--- src/rtl/debug_pkg.sv ---
// Shared definitions for the debug-side program memory loader: FSM states,
// memory geometry and the default pad word.
package debug_pkg;

  typedef enum logic [2:0] {
    IDLE,
    COLLECT,
    WRITE,
    FLUSH,
    DONE
  } state_t;

  localparam int          MEM_WORDS        = 2048;
  localparam logic [31:0] DEFAULT_PAD_WORD = 32'h0000_0000;

endpackage

--- src/rtl/debug_mem_loader_packer.sv ---
// byte_word_packer: assembles a little-endian 32-bit word from a byte stream.
// word_next is the word including the byte presented this cycle.
module byte_word_packer (
  input  logic        clk,
  input  logic        rst,
  input  logic        clear,
  input  logic        byte_en,
  input  logic [7:0]  byte_data,
  output logic [31:0] word_next,
  output logic [1:0]  byte_idx,
  output logic        word_complete
);

  logic [31:0] acc;

  // Earlier bytes of the current word always sit below byte_idx, so stale
  // upper bytes in acc are overwritten before the word is ever complete.
  always_comb begin
    word_next = acc;
    word_next[{byte_idx, 3'b000} +: 8] = byte_data;
  end

  assign word_complete = byte_en && (byte_idx == 2'd3);

  always_ff @(posedge clk) begin
    if (rst || clear) begin
      byte_idx <= 2'd0;
    end else if (byte_en) begin
      byte_idx <= byte_idx + 2'd1;
    end
  end

  always_ff @(posedge clk) begin
    if (byte_en) begin
      acc <= word_next;
    end
  end

endmodule

--- src/rtl/debug_mem_loader.sv ---
// Debug memory loader: packs a byte stream into word pairs and writes them to
// the program memory while a session is open. Optional LOADER_CHECKSUM_EN adds
// a running sum of every written word on the checksum output.
module debug_mem_loader
  import debug_pkg::*;
#(
  parameter int          MAX_WORDS = MEM_WORDS,
  parameter int          BASE_ADDR = 0,
  parameter logic [31:0] PAD_WORD  = DEFAULT_PAD_WORD
) (
  input  logic        Clk,
  input  logic        Rst,
  input  logic        start,
  input  logic        finish,
  input  logic        byte_valid,
  input  logic [7:0]  byte_data,
  output logic        byte_ready,
  output logic [31:0] mem_address,
  output logic [31:0] mem_datain1,
  output logic [31:0] mem_datain2,
  output logic        mem_wr,
  output logic        busy,
  output logic        done,
  output logic [11:0] word_count,
  output logic        overflow,
  output logic        misaligned
`ifdef LOADER_CHECKSUM_EN
  ,
  output logic [31:0] checksum
`endif
);

  localparam logic [12:0] MAX_W = 13'(MAX_WORDS);
  localparam logic [31:0] BASE  = 32'(BASE_ADDR);

  state_t      state;
  logic        have_lo;
  logic [31:0] pair_lo;
  logic        finish_pend;

  logic        full;
  logic        take;
  logic        pair_done;
  logic [31:0] word_next;
  logic [1:0]  byte_idx;
  logic        word_complete;

  function automatic logic [11:0] sat_add(input logic [11:0] cnt, input logic [12:0] inc);
    logic [12:0] sum;
    sum = {1'b0, cnt} + inc;
    return (sum > MAX_W) ? MAX_W[11:0] : sum[11:0];
  endfunction

  assign full      = ({1'b0, word_count} >= MAX_W);
  assign take      = byte_valid && byte_ready && !full;
  assign pair_done = take && word_complete && have_lo;

  byte_word_packer u_packer (
    .clk          (Clk),
    .rst          (Rst),
    .clear        (state != COLLECT),
    .byte_en      (take),
    .byte_data    (byte_data),
    .word_next    (word_next),
    .byte_idx     (byte_idx),
    .word_complete(word_complete)
  );

  always_ff @(posedge Clk) begin
    if (Rst) begin
      state       <= IDLE;
      byte_ready  <= 1'b0;
      mem_wr      <= 1'b1;
      busy        <= 1'b0;
      done        <= 1'b0;
      mem_address <= BASE;
      mem_datain1 <= '0;
      mem_datain2 <= '0;
      word_count  <= '0;
      overflow    <= 1'b0;
      misaligned  <= 1'b0;
      have_lo     <= 1'b0;
      finish_pend <= 1'b0;
`ifdef LOADER_CHECKSUM_EN
      checksum    <= '0;
`endif
    end else begin
      done <= 1'b0;
      case (state)
        IDLE: begin
          if (start) begin
            state       <= COLLECT;
            busy        <= 1'b1;
            byte_ready  <= 1'b1;
            word_count  <= '0;
            overflow    <= 1'b0;
            misaligned  <= 1'b0;
            mem_address <= BASE;
            have_lo     <= 1'b0;
            finish_pend <= 1'b0;
`ifdef LOADER_CHECKSUM_EN
            checksum    <= '0;
`endif
          end
        end

        COLLECT: begin
          if (byte_valid && full) begin
            overflow <= 1'b1;
          end
          if (take && word_complete && !have_lo) begin
            have_lo <= 1'b1;
            pair_lo <= word_next;
          end
          // A completed pair wins over finish; finish is remembered for after WRITE.
          if (pair_done) begin
            have_lo     <= 1'b0;
            mem_datain1 <= pair_lo;
            mem_datain2 <= word_next;
            mem_wr      <= 1'b0;
            byte_ready  <= 1'b0;
            finish_pend <= finish;
            state       <= WRITE;
          end else if (finish) begin
            byte_ready <= 1'b0;
            have_lo    <= 1'b0;
            state      <= FLUSH;
            misaligned <= misaligned | (take ? (byte_idx != 2'd3) : (byte_idx != 2'd0));
            if (have_lo || (take && word_complete)) begin
              mem_wr      <= 1'b0;
              mem_datain1 <= have_lo ? pair_lo : word_next;
              mem_datain2 <= PAD_WORD;
            end
          end
        end

        WRITE: begin
          mem_wr      <= 1'b1;
          mem_address <= mem_address + 32'd2;
          word_count  <= sat_add(word_count, 13'd2);
`ifdef LOADER_CHECKSUM_EN
          checksum    <= checksum + mem_datain1 + mem_datain2;
`endif
          if (finish_pend || finish) begin
            finish_pend <= 1'b0;
            state       <= FLUSH;
          end else begin
            byte_ready <= 1'b1;
            state      <= COLLECT;
          end
        end

        FLUSH: begin
          if (!mem_wr) begin
            word_count <= sat_add(word_count, 13'd1);
`ifdef LOADER_CHECKSUM_EN
            checksum   <= checksum + mem_datain1 + mem_datain2;
`endif
          end
          mem_wr <= 1'b1;
          busy   <= 1'b0;
          done   <= 1'b1;
          state  <= DONE;
        end

        DONE: begin
          state <= IDLE;
        end

        default: begin
          state <= IDLE;
        end
      endcase
    end
  end

endmodule
--- config.mk ---
export PLATFORM = sky130hd
export DESIGN_NAME = debug_mem_loader
export DESIGN_NICKNAME = d
export VERILOG_FILES = /design/src/rtl/debug_pkg.sv /design/src/rtl/debug_mem_loader_packer.sv /design/src/rtl/debug_mem_loader.sv
export SDC_FILE = /design/constraint.sdc
export NUM_CORES = 1
export LEC_CHECK = 0
export CAP_MARGIN = 20
export CORE_MARGIN = 3
export CORE_UTILIZATION = 41
export DETAILED_ROUTE_END_ITERATION = 16
export GPL_TIMING_DRIVEN = 0
export SLEW_MARGIN = 20
export SYNTH_ARGS = -nofsm -noshare
export SYNTH_HDL_FRONTEND = slang
export SYNTH_SLANG_ARGS = --single-unit
export TNS_END_PERCENT = 100
--- constraint.sdc ---
create_clock -name Clk -period 5.95 [get_ports Clk]
set_input_delay 1.19 -clock Clk [delete_from_list [all_inputs] [get_ports Clk]]
set_output_delay 1.19 -clock Clk [all_outputs]
set_load 0.01 [all_outputs]
# After elaboration in Yosys (flattened, before gate mapping)
# Index checks and enable logic that the tools add are counted.
[word_totals] register_bits=185
[op_classes] n_addsub=5 order_cmp=3 eq_ne=17 shift=2 muxes=45 bitwise=2 reduce_logical=35
[ops] op="two-way mux 32 bit" n=8
[ops] op="one-hot mux 32 bit (2 select lines)" n=1
[ops] op="two-way mux 12 bit" n=4
[ops] op="one-hot mux 12 bit (3 select lines)" n=1
[ops] op="adder 32 x 2 -> 32 bit, second input constant" n=1
[ops] op="bitwise mux 32 bit" n=1
[ops] op="variable shift 8 x 7 -> 32 bit, first input constant" n=1
[ops] op="variable part select 8 x 7 -> 32 bit" n=1
[ops] op="> comparator 13 x 12 -> 1 bit, second input constant" n=2
[ops] op="two-way mux 1 bit" n=18
[ops] op="!= test 2 bit, second input constant" n=9
[ops] op="AND reduction 3 bit" n=6
[ops] op="nonzero test 2 bit" n=7
[ops] op="adder 12 x 1 -> 13 bit, second input constant" n=1
[ops] op="adder 12 x 2 -> 13 bit, second input constant" n=1
[ops] op="greater-or-equal comparator 12 bit, second input constant" n=1
[ops] op="one-hot mux 3 bit (4 select lines)" n=1
[ops] op="AND reduction 4 bit" n=3
[ops] op="one-hot mux 1 bit (2 select lines)" n=5
[ops] op="two-way mux 3 bit" n=3
[ops] op="logical AND 1 bit" n=7
[ops] op="negator 5 -> 7 bit" n=1
[ops] op="== test 3 x 2 -> 1 bit, second input constant" n=2
[ops] op="!= test 3 bit, second input constant" n=2
[ops] op="other kinds (15)" n=22

# Longest topological paths before layout
# Gate-level depths: netlist (run 1).
[logic_depth] word_depth=10 ltp_mapped=10

# Modules after synthesis
# A second synthesis (run 1) with hierarchy kept.
[unflattened] cells_unflattened=828 hier_area_um2=8314.2
[modules_own_cells] module="debug_mem_loader" instances=1 cells_each=703 area_each_um2=6655.1 seq_area_each_um2=3323.2
[modules_own_cells] module="byte_word_packer" instances=1 cells_each=125 area_each_um2=1659.1 seq_area_each_um2=1001.0

# Least setup slack after synthesis (run 1)
# Ideal clock, no wire load.
[synth_path] path_type="input port to flip-flop" from="input byte_valid" to="register pair_lo[0], enable pin" arrival_time_ns=5.027 t_required_ns=5.448 path_slack_ns=0.421 cell_stages=4 path_buffers=0 path_cell_list="nand3_1 -> inv_2 -> nand2_1 -> nor4_1"
[synth_via] elab_chain_len=6
[synth_lines] element="start, declared" line_no="debug_mem_loader.sv:15" source="input logic byte_valid,"
[synth_lines] element="logical AND 1 bit (*) (2 in series)" line_no="debug_mem_loader.sv:55" source="assign take = byte_valid && byte_ready && !full;"
[synth_lines] element="logical AND 1 bit" line_no="debug_mem_loader_packer.sv:23" source="assign word_complete = byte_en && (byte_idx == 2'd3);"
[synth_lines] element="logical AND 1 bit (*) (2 in series)" line_no="debug_mem_loader.sv:111" source="if (take && word_complete && !have_lo) begin"
[synth_lines] element="AND reduction 3 bit (no source line) (*)"
[synth_lines] element="end signal, assigned" line_no="debug_mem_loader.sv:113" source="pair_lo <= word_next;"
[synth_lines] element="end, declared" line_no="debug_mem_loader.sv:38" source="logic [31:0] pair_lo;"
# Mark *: on every way between the ends. The rest lies on a longest branch, timed or not.
# A chain may end at the register's enable or synchronous reset.

# Worst setup path after layout (run 1)
[layout_path] from="input byte_valid" to="register mem_datain2[13]"
[layout_via] elab_chain_len=7
[layout_lines] element="logical AND 1 bit (*) (2 in series)" line_no="debug_mem_loader.sv:55"
[layout_lines] element="logical AND 1 bit" line_no="debug_mem_loader_packer.sv:23"
[layout_lines] element="logical AND 1 bit (*)" line_no="debug_mem_loader.sv:56, debug_mem_loader.sv:129"
[layout_lines] element="logical AND 1 bit / logical OR 1 bit (equally long branches)" line_no="debug_mem_loader.sv:56, debug_mem_loader.sv:129"
[layout_lines] element="nonzero test 2 bit (no source line)"
[layout_lines] element="AND reduction 3 bit (no source line)"
[layout_lines] element="end signal, assigned" line_no="debug_mem_loader.sv:119" source="mem_datain2 <= word_next;"
[layout_lines] element="end, declared" line_no="debug_mem_loader.sv:20" source="output logic [31:0] mem_datain2,"
# Marks and branches as above.

==> impl_metrics.json, run 1 <==
{
  "dr.first_iter.drc_count": 570,
  "critPathTopFamily": "buffers and inverters",
  "clockRootBuffer": "clkbuf_16",
  "final_cell_mix": "clkdlybuf4s50_1, dfxtp_1, nor2_1",
  "yosysUniqueCellTypes": 81,
  "worst_slew_pin_slew_ns": 0.840,
  "start_util_pct": 42.5,
  "hold_ws_ns": 0.450,
  "rsz0062_at_grt": "false",
  "cts-buffers-inserted": 17,
  "portBuffers": 124,
  "synth_top_area_share_pct": 28.6,
  "layout_commonest_cell": "clkdlybuf4s50_1",
  "die_w_microns": 149,
  "hold_buffers": 0,
  "cp.arrival_ns": 4.11,
  "multiInputGateArea_sq_um": 3600,
  "synth_seq_area_share_pct": 51.4,
  "hpwl_microns": 16500,
  "synthXorXnorAreaFrac_pct": 0.104,
  "first_pass_iters": 4,
  "routabilityCongestion": 0.880,
  "routed_wl_microns": 23100,
  "slew_viol_final": 0,
  "grt_pass1_vias": 6620,
  "yosys.area.top_type": "dfxtp_1",
  "cap_violations": 0,
  "clk_pin_slew_ns": 0.07,
  "finalNetCount": 1070,
  "slowest_stage": "nor3_1",
  "synthesis.instances": 898,
  "synth_top_family_by_area": "simple AND/OR/NAND/NOR gates",
  "drive_gt1_share_pct": 9.72,
  "final_cell_area_sq_um": 10600,
  "hold_path_end": "mem_datain1[4]",
  "powerDensity_nw_per_um2": 254,
  "track_usage_pct": 20.9,
  "ys_seq_elements": 184,
  "yosys.area_share.simple_pct": 19.7,
  "synth_compound_area_share_pct": 18.2,
  "r2r-end": "mem_datain2[13]",
  "ir_worst_vdd_v": 0.000184,
  "reg2reg_slack_ns": 2.90,
  "vias_per_cell": 5.33,
  "boundaryPins": 127,
  "cp_num_buf_inv": 3,
  "clock_sinks": 184,
  "max-slew-margin-rel_pct": 43.5,
  "clock_latency_ns": 0.43,
  "dp.cells": 1293,
  "mappedNetlistArea_sq_um": 8410,
  "finalHoldViolCount": 0,
  "coreArea_sq_um": 19800,
  "muxShareOfSynthArea_pct": 2.99,
  "cts_resized": 0,
  "gr-total-overflow": 0,
  "synth_nets": 921,
  "htreeDepth": 4,
  "reg2reg_depth": 8,
  "ant_nets": 0,
  "grt_start_max_net_pins": 38,
  "hold_start": "mem_datain1[4]",
  "slowest_delay_ns": 0.69,
  "yosys.area_share.adder_pct": 1.62,
  "path_cells": "clkdlybuf4s50_1, nand3_1, inv_2, nand2_1, nor3_1, clkbuf_1, a22oi_1, nor2_1",
  "dieHeight_microns": 149,
  "via_count": 7057,
  "required_ns": 6.31,
  "drc_errors": 0,
  "fill_cells": 1867,
  "synth_edf_count": 64,
  "leakage_nw": 3.77,
  "rows": 51,
  "n_antenna_cell": 0,
  "syn_area_per_cell_sq_um": 9.36,
  "yosys_warnings": 0,
  "period_share_pct": 63.1,
  "hold_path_depth": 2,
  "register_area_sq_um": 4320,
  "worstSetupStartpointType": "input pin",
  "grt_pass1_wl_microns": 36800,
  "routedWlPerCell_microns": 17.4,
  "hold_path.class": "reg2reg",
  "crit_fanout": 37,
  "reg2reg_from": "word_count[11]",
  "antenna_found_initial": 0,
  "syn_to_final_growth_pct": 26.2,
  "fin_skew_ns": 0.0180,
  "die_area_sq_um": 22300,
  "async_flop_share_pct": 0,
  "criticalPathCategory": "in2reg",
  "min_period_ns": 3.76,
  "clock_path_buffers": 2,
  "fin_tns_setup_ns": 0,
  "tritoncts": "yes",
  "fmax_mhz": 266,
  "placed_cell_area_sq_um": 10000,
  "status": "complete, no violations",
  "ys.flop_type": "dfxtp_1",
  "end_kind": "flip-flop",
  "postCtsSetupBuffers": 0,
  "setup_viol": 0,
  "synth.area.top_cells": "dfxtp_1, edfxtp_1, nor2_1",
  "final_cells": 1325,
  "setup.worst_path.start": "byte_valid"
}
## metrics by stage
stage               setup WS [ns]  total power [mW]  util [%]
floorplan                   0.421              1.51         -
CTS                          2.22              2.72      53.6
finish                       2.19              2.70      53.6
detailed placement           1.79              1.60      50.7
global route                 2.05              2.80      53.6
global placement            -2.29              1.60      50.5
## worst min-delay path, cell delays in order, from the launching register on
cell and delay [ns]:
dfxtp_1 0.31, nand2_1 0.05, a21oi_1 0.05
## cell type report
| cell class | count | share of cell area, % |
|---|---|---|
| clock buffers | 25 | 5.08 |
| plain buffers | 60 | 2.83 |
| multi-input cells | 603 | 33.9 |
| flip-flops and latches | 184 | 40.7 |
| inverters | 51 | 1.80 |
| well taps | 265 | 3.12 |
| clock inverters | 7 | 0.507 |
| repair buffers | 130 | 12.0 |
## worst max-delay path by stage
stage / endpoint / slack [ns] / cells after the start
final: mem_datain2[13] / 2.19 / 8
after CTS: mem_datain2[31] / 2.22 / 8
after detailed placement: mem_datain2[17] / 1.79 / 8
after global placement: pair_lo[16] / -2.29 / 5
after floorplan: pair_lo[0] / 0.42 / 4
after global routing: mem_datain2[13] / 2.05 / 8
## metal layers
layer | up-vias | share of wire, % | global-route usage [%]
li1 | 3510 | - | -
met1 | 3355 | 50 | 31.1
met2 | 170 | 45 | 31.7
met3 | 22 | 4.0 | 2.95
met4 | 0 | 1.1 | 5.86
met5 | - | 0 | 0
## registers in the layout, indices dropped and copies added (netlist names)
register           cells
have_lo                1
busy                   1
u_packer.acc          32
mem_address           31
mem_wr                 1
finish_pend            1
done                   1
u_packer.byte_idx      2
state                  3
mem_datain1           32
pair_lo               32
word_count            12
overflow               1
misaligned             1
mem_datain2           32
byte_ready             1
## synthesized netlist by cell type (4+ instances only)
library cell,number
mux2i_1,17
buf_2,20
o21ai_0,55
o211ai_1,24
and4_1,5
dfxtp_1,120
a22oi_1,34
a31oi_1,6
o22ai_1,4
nor3_1,10
a311oi_1,4
and2_1,9
nor4_1,4
ha_1,10
nor2_1,110
nor2b_1,5
a21oi_1,62
nand2_1,88
nand4_1,11
and3_1,9
clkbuf_1,32
edfxtp_1,64
mux2_2,5
or3_1,7
inv_1,48
nand2b_1,19
nand3_1,30
## kinds of logic (layout without fill, tap and decap cells)
| logic type | count (synthesis) | in the layout |
|---|---|---|
| AND/OR/NAND/NOR | 333 | 333 |
| AO/OA/AOI/OAI | 233 | 233 |
| flip-flops | 184 | 184 |
| buffers and inverters | 111 | 273 |
| multiplexers | 24 | 24 |
| adder cells (fa/ha/maj) | 11 | 11 |
| other | 1 | 1 |
| XOR/XNOR | 1 | 1 |
## where the power goes
group | internal [mW] | leakage [nW] | switching, mW | total, mW
clock | 0.638 | 0.294 | 0.491 | 1.13
sequential | 1.33 | 1.55 | 0.0120 | 1.35
combinational | 0.0660 | 1.92 | 0.160 | 0.226
total | 2.04 | 3.77 | 0.663 | 2.70
(Power assumes the default switching activity.)
==> inputs of run 2 (changes only) <==
- clock period: 5.95 -> 3.5 ns (I/O delays scaled with it)
==> run 2 against run 1 <==
Critical endpoint is now mem_datain2[1]. Sequential cell count stayed put. Non-clock buffer count is 4 lower. Register-to-register slack worse by 2.4 ns. Via count is 1.1% higher. Utilization hardly changed. Routed wire length is 0.15% lower. Clock skew is 0.0061 ns lower. Die area stayed put. Worst setup slack worse by 1.9 ns.
==> impl_metrics.json, run 2 (synthesis gave the netlist of run 1 again) <==
{
  "grt_pass1_wl_microns": 36700,
  "drive_gt1_share_pct": 9.66,
  "hpwl_microns": 16200,
  "gr-total-overflow": 0,
  "layout_commonest_cell": "clkdlybuf4s50_1",
  "finalHoldViolCount": 0,
  "syn_to_final_growth_pct": 26.2,
  "worst_slew_pin_slew_ns": 0.830,
  "clockRootBuffer": "clkbuf_16",
  "setup_viol": 0,
  "powerDensity_nw_per_um2": 431,
  "dieHeight_microns": 149,
  "first_pass_iters": 5,
  "ir_worst_vdd_v": 0.000385,
  "cap_violations": 0,
  "worstSetupStartpointType": "input pin",
  "routedWlPerCell_microns": 17.4,
  "dr.first_iter.drc_count": 451,
  "max-slew-margin-rel_pct": 44.6,
  "crit_fanout": 37,
  "min_period_ns": 3.23,
  "die_w_microns": 149,
  "reg2reg_slack_ns": 0.53,
  "criticalPathCategory": "in2reg",
  "dp_slack_ns": -0.361,
  "p_clk_share_pct": 41.6,
  "ant_nets": 0,
  "antenna_found_initial": 1,
  "die_area_sq_um": 22300,
  "hold_path.class": "reg2reg",
  "register_area_sq_um": 4320,
  "fin_ws_ns": 0.267,
  "grt_pass1_vias": 6748,
  "p_int_mw": 3.34,
  "drc_errors": 0,
  "fmax_mhz": 309,
  "power_frac_seq_pct": 50.0,
  "final_cell_mix": "clkdlybuf4s50_1, dfxtp_1, nor2_1",
  "required_ns": 3.79,
  "hold_buffers": 0,
  "p_comb_share_pct": 8.4,
  "vias_per_cell": 5.40,
  "fill_cells": 1870,
  "clock_latency_ns": 0.43,
  "cts_resized": 0,
  "htreeDepth": 4,
  "boundaryPins": 127,
  "routed_wl_microns": 23000,
  "finalPower_mw": 4.57,
  "rows": 51,
  "clock_path_buffers": 2,
  "routabilityCongestion": 0.856,
  "p_sw_share_pct": 27.0,
  "end_kind": "flip-flop",
  "rsz0062_at_grt": "false",
  "finalNetCount": 1066,
  "postCtsSetupBuffers": 0,
  "track_usage_pct": 20.8,
  "period_share_pct": 92.4,
  "cp.arrival_ns": 3.53,
  "n_antenna_cell": 0,
  "leakage_nw": 3.74,
  "portBuffers": 124,
  "coreArea_sq_um": 19800,
  "via_count": 7137,
  "clock_sinks": 184,
  "slew_viol_final": 0,
  "grt_start_max_net_pins": 38,
  "p_sw_mw": 1.24,
  "tritoncts": "yes",
  "fin_skew_ns": 0.0118,
  "status": "complete, no violations",
  "clk_pin_slew_ns": 0.07,
  "start_util_pct": 42.5,
  "multiInputGateArea_sq_um": 3610,
  "cts-buffers-inserted": 17
}
-- run 2: changes by cell type in the layout (fill, tap and decap cells not counted), sizes merged --
cell	change
clkbuf	-7
buf	-4
clkinv	+2
inv	+5
-- run 2: path summary, 6_finish.rpt --
kind,from,end,cells past startpoint
hold reg to reg,mem_datain1[0],mem_datain1[0],2
hold / removal,mem_datain1[0],mem_datain1[0],2
setup reg to reg,word_count[11],mem_datain2[1],9
setup / recovery,byte_valid,mem_datain2[1],9
-- run 2: layer usage --
| layer | GRT usage (%) | vias to the layer above | part of all wire [%] |
|---|---|---|---|
| met5 | 0 | - | 0.061 |
| li1 | - | 3508 | - |
| met4 | 5.03 | 2 | 1.3 |
| met1 | 29.3 | 3393 | 47 |
| met2 | 32.9 | 209 | 46 |
| met3 | 4.53 | 25 | 5.8 |
-- run 2: power by group through the flow --
stage / sequential [mW] / clock [mW] / combinational [mW]
floorplan: 2.33 / 0 / 0.235
global placement: 2.34 / 0 / 0.378
detailed placement: 2.34 / 0 / 0.379
CTS: 2.29 / 1.94 / 0.382
global route: 2.29 / 2.03 / 0.421
finish: 2.29 / 1.90 / 0.383
-- run 2: stage by stage --
stage / instance area [sq um] / setup TNS, ns / cells / hold slack, ns / utilization [%]
floorplan: 8420 / 0 / 898 / 0.455 / -
global placement: 10000 / -41.49 / 1287 / 0.442 / 50.5
detailed placement: 10000 / -14.09 / 1289 / 0.445 / 50.6
CTS: 10600 / 0 / 1321 / 0.454 / 53.6
global route: 10600 / 0 / 1321 / 0.468 / 53.6
finish: 10600 / 0 / 1321 / 0.450 / 53.6
-- run 2: critical path, stage by stage --
cell	delay, ns
clkdlybuf4s50_1	0.51
nand3_1	0.18
inv_2	0.65
and2_1	0.31
maj3_2	0.23
nand3_1	0.33
buf_2	0.34
a22oi_1	0.22
nor2_1	0.06
-- run 2: layout make-up --
| class | instances | share of cell area, % |
|---|---|---|
| repair buffers | 126 | 11.9 |
| clock inverters | 14 | 1.46 |
| plain buffers | 60 | 2.83 |
| clock buffers | 18 | 4.05 |
| inverters | 51 | 1.80 |
| well taps | 265 | 3.13 |
| multi-input cells | 603 | 34.1 |
| flip-flops and latches | 184 | 40.8 |
==> inputs of run 3 (changes only) <==
- CTS_CLUSTER_SIZE: default -> 14
- RECOVER_POWER: default -> 25
==> run 3 against run 2 <==
Combinational power about the same. Sequential power hardly changed. Global-route usage unchanged. Routed wire length decreased by 0.18%. Power is essentially flat. Sequential share of layout area stayed put. Largest power group unchanged. Highest routed layer unchanged.
==> impl_metrics.json, run 3 (synthesis gave the netlist of run 1 again) <==
{
  "routabilityCongestion": 0.856,
  "slew_viol_final": 0,
  "required_ns": 3.80,
  "dr.first_iter.drc_count": 485,
  "grt_pass1_vias": 6748,
  "finalNetCount": 1066,
  "htreeDepth": 4,
  "hold_start": "mem_datain1[0]",
  "p_sw_mw": 1.24,
  "hold_buffers": 0,
  "fin_tns_setup_ns": 0,
  "hpwl_microns": 16200,
  "boundaryPins": 127,
  "hold_ws_ns": 0.447,
  "end_kind": "flip-flop",
  "reg2reg_from": "word_count[11]",
  "powerDensity_nw_per_um2": 431,
  "max-slew-margin-rel_pct": 45.6,
  "reg2reg_depth": 9,
  "cp.arrival_ns": 3.50,
  "setup_viol": 0,
  "clock_sinks": 184,
  "criticalPathCategory": "in2reg",
  "min_period_ns": 3.20,
  "final_cell_mix": "dfxtp_1, nor2_1, nand2_1",
  "die_w_microns": 149,
  "fin_skew_ns": 0.0112,
  "grt_pass1_wl_microns": 36700,
  "n_antenna_cell": 0,
  "worst_slew_pin_slew_ns": 0.815,
  "drc_errors": 0,
  "final_cell_area_sq_um": 10600,
  "ir_worst_vdd_v": 0.000385,
  "cp_common_cell": "nand3_1",
  "postCtsSetupBuffers": 0,
  "cts-buffers-inserted": 17,
  "fill_cells": 1870,
  "syn_to_final_growth_pct": 26.2,
  "power_frac_seq_pct": 50.0,
  "p_clk_share_pct": 41.6,
  "clock_latency_ns": 0.43,
  "first_pass_iters": 5,
  "vias_per_cell": 5.41,
  "grt_start_max_net_pins": 38,
  "critPathTopFamily": "buffers and inverters",
  "slowest_delay_ns": 0.64,
  "clock_path_buffers": 2,
  "antenna_found_initial": 1,
  "p_int_mw": 3.34,
  "track_usage_pct": 20.8,
  "layout_commonest_cell": "dfxtp_1",
  "slowest_stage": "inv_2",
  "reg2reg_slack_ns": 0.55,
  "status": "complete, no violations",
  "die_area_sq_um": 22300,
  "clockRootBuffer": "clkbuf_16",
  "hold_path_end": "mem_datain1[0]",
  "p_comb_share_pct": 8.3,
  "path_cells": "clkdlybuf4s50_1, nand3_1, inv_2, and2_1, maj3_2, nand3_1, buf_2, a22oi_1, nor2_1",
  "portBuffers": 124,
  "drive_gt1_share_pct": 9.66,
  "multiInputGateArea_sq_um": 3610,
  "tritoncts": "yes",
  "cp_num_buf_inv": 3,
  "fmax_mhz": 312,
  "placed_cell_area_sq_um": 10000,
  "rows": 51,
  "rsz0062_at_grt": "false",
  "hold_path.class": "reg2reg",
  "ant_nets": 0,
  "coreArea_sq_um": 19800,
  "cap_violations": 0,
  "register_area_sq_um": 4320,
  "gr-total-overflow": 0,
  "p_sw_share_pct": 27.0,
  "clk_pin_slew_ns": 0.07,
  "r2r-end": "mem_datain2[1]",
  "via_count": 7144,
  "routedWlPerCell_microns": 17.4,
  "worstSetupStartpointType": "input pin",
  "dieHeight_microns": 149,
  "crit_fanout": 37,
  "finalHoldViolCount": 0,
  "hold_path_depth": 2,
  "routed_wl_microns": 23000,
  "start_util_pct": 42.5,
  "period_share_pct": 91.5,
  "leakage_nw": 3.90
}
run 3: power groups by stage:
stage                     Clock [mW]  Combinational [mW]  Sequential [mW]
after CTS                       1.94               0.382             2.29
after global routing            2.03               0.420             2.29
after detailed placement           0               0.379             2.34
final                           1.90               0.381             2.29
after floorplan                    0               0.235             2.33
after global placement             0               0.378             2.34
run 3: tightest hold or removal path: stages, from the launching register on:
cell	delay, ns
dfxtp_1	0.31
nand2_1	0.05
a21oi_1	0.05
run 3: cell type report:
| type | instances | area share, % |
|---|---|---|
| sequential | 184 | 40.8 |
| multi-input combinational | 603 | 34.1 |
| timing repair buffer | 126 | 11.9 |
| clock buffer | 18 | 4.05 |
| tap | 265 | 3.13 |
| buffer | 60 | 2.83 |
| inverter | 51 | 1.80 |
| clock inverter | 14 | 1.46 |
run 3: worst max-delay path by stage:
stage,depth (start not counted),start,end
finish,9,byte_valid,mem_datain2[1]
global route,9,byte_valid,mem_datain2[21]
CTS,8,byte_valid,mem_datain2[26]
detailed placement,8,byte_valid,mem_datain2[23]
global placement,5,byte_valid,pair_lo[11]
floorplan,4,byte_valid,pair_lo[0]
run 3: timing repair:
item / 4_1_cts / 5_1_grt
gates resized for setup: 0 / 1
endpoints found under the hold margin: 0 / 0
setup endpoints to repair: 0 / 30
run 3: per-layer routing:
metal	vias to the layer above	track usage (%)	wire, microns
met5	-	0	14
met4	2	5.03	292
met3	26	4.53	1240
met2	208	32.9	10500
met1	3395	29.3	11000
li1	3513	-	-
run 3: metrics by stage:
stage          util (%)  total power [mW]  instances  setup slack, ns
2_1_floorplan         -              2.57        898            0.501
3_3_place_gp       50.5              2.71       1287           -0.953
3_5_place_dp       50.6              2.72       1289           -0.361
4_1_cts            53.6              4.61       1321           0.0971
5_1_grt            53.6              4.74       1321           0.0570
6_report           53.6              4.57       1321            0.297
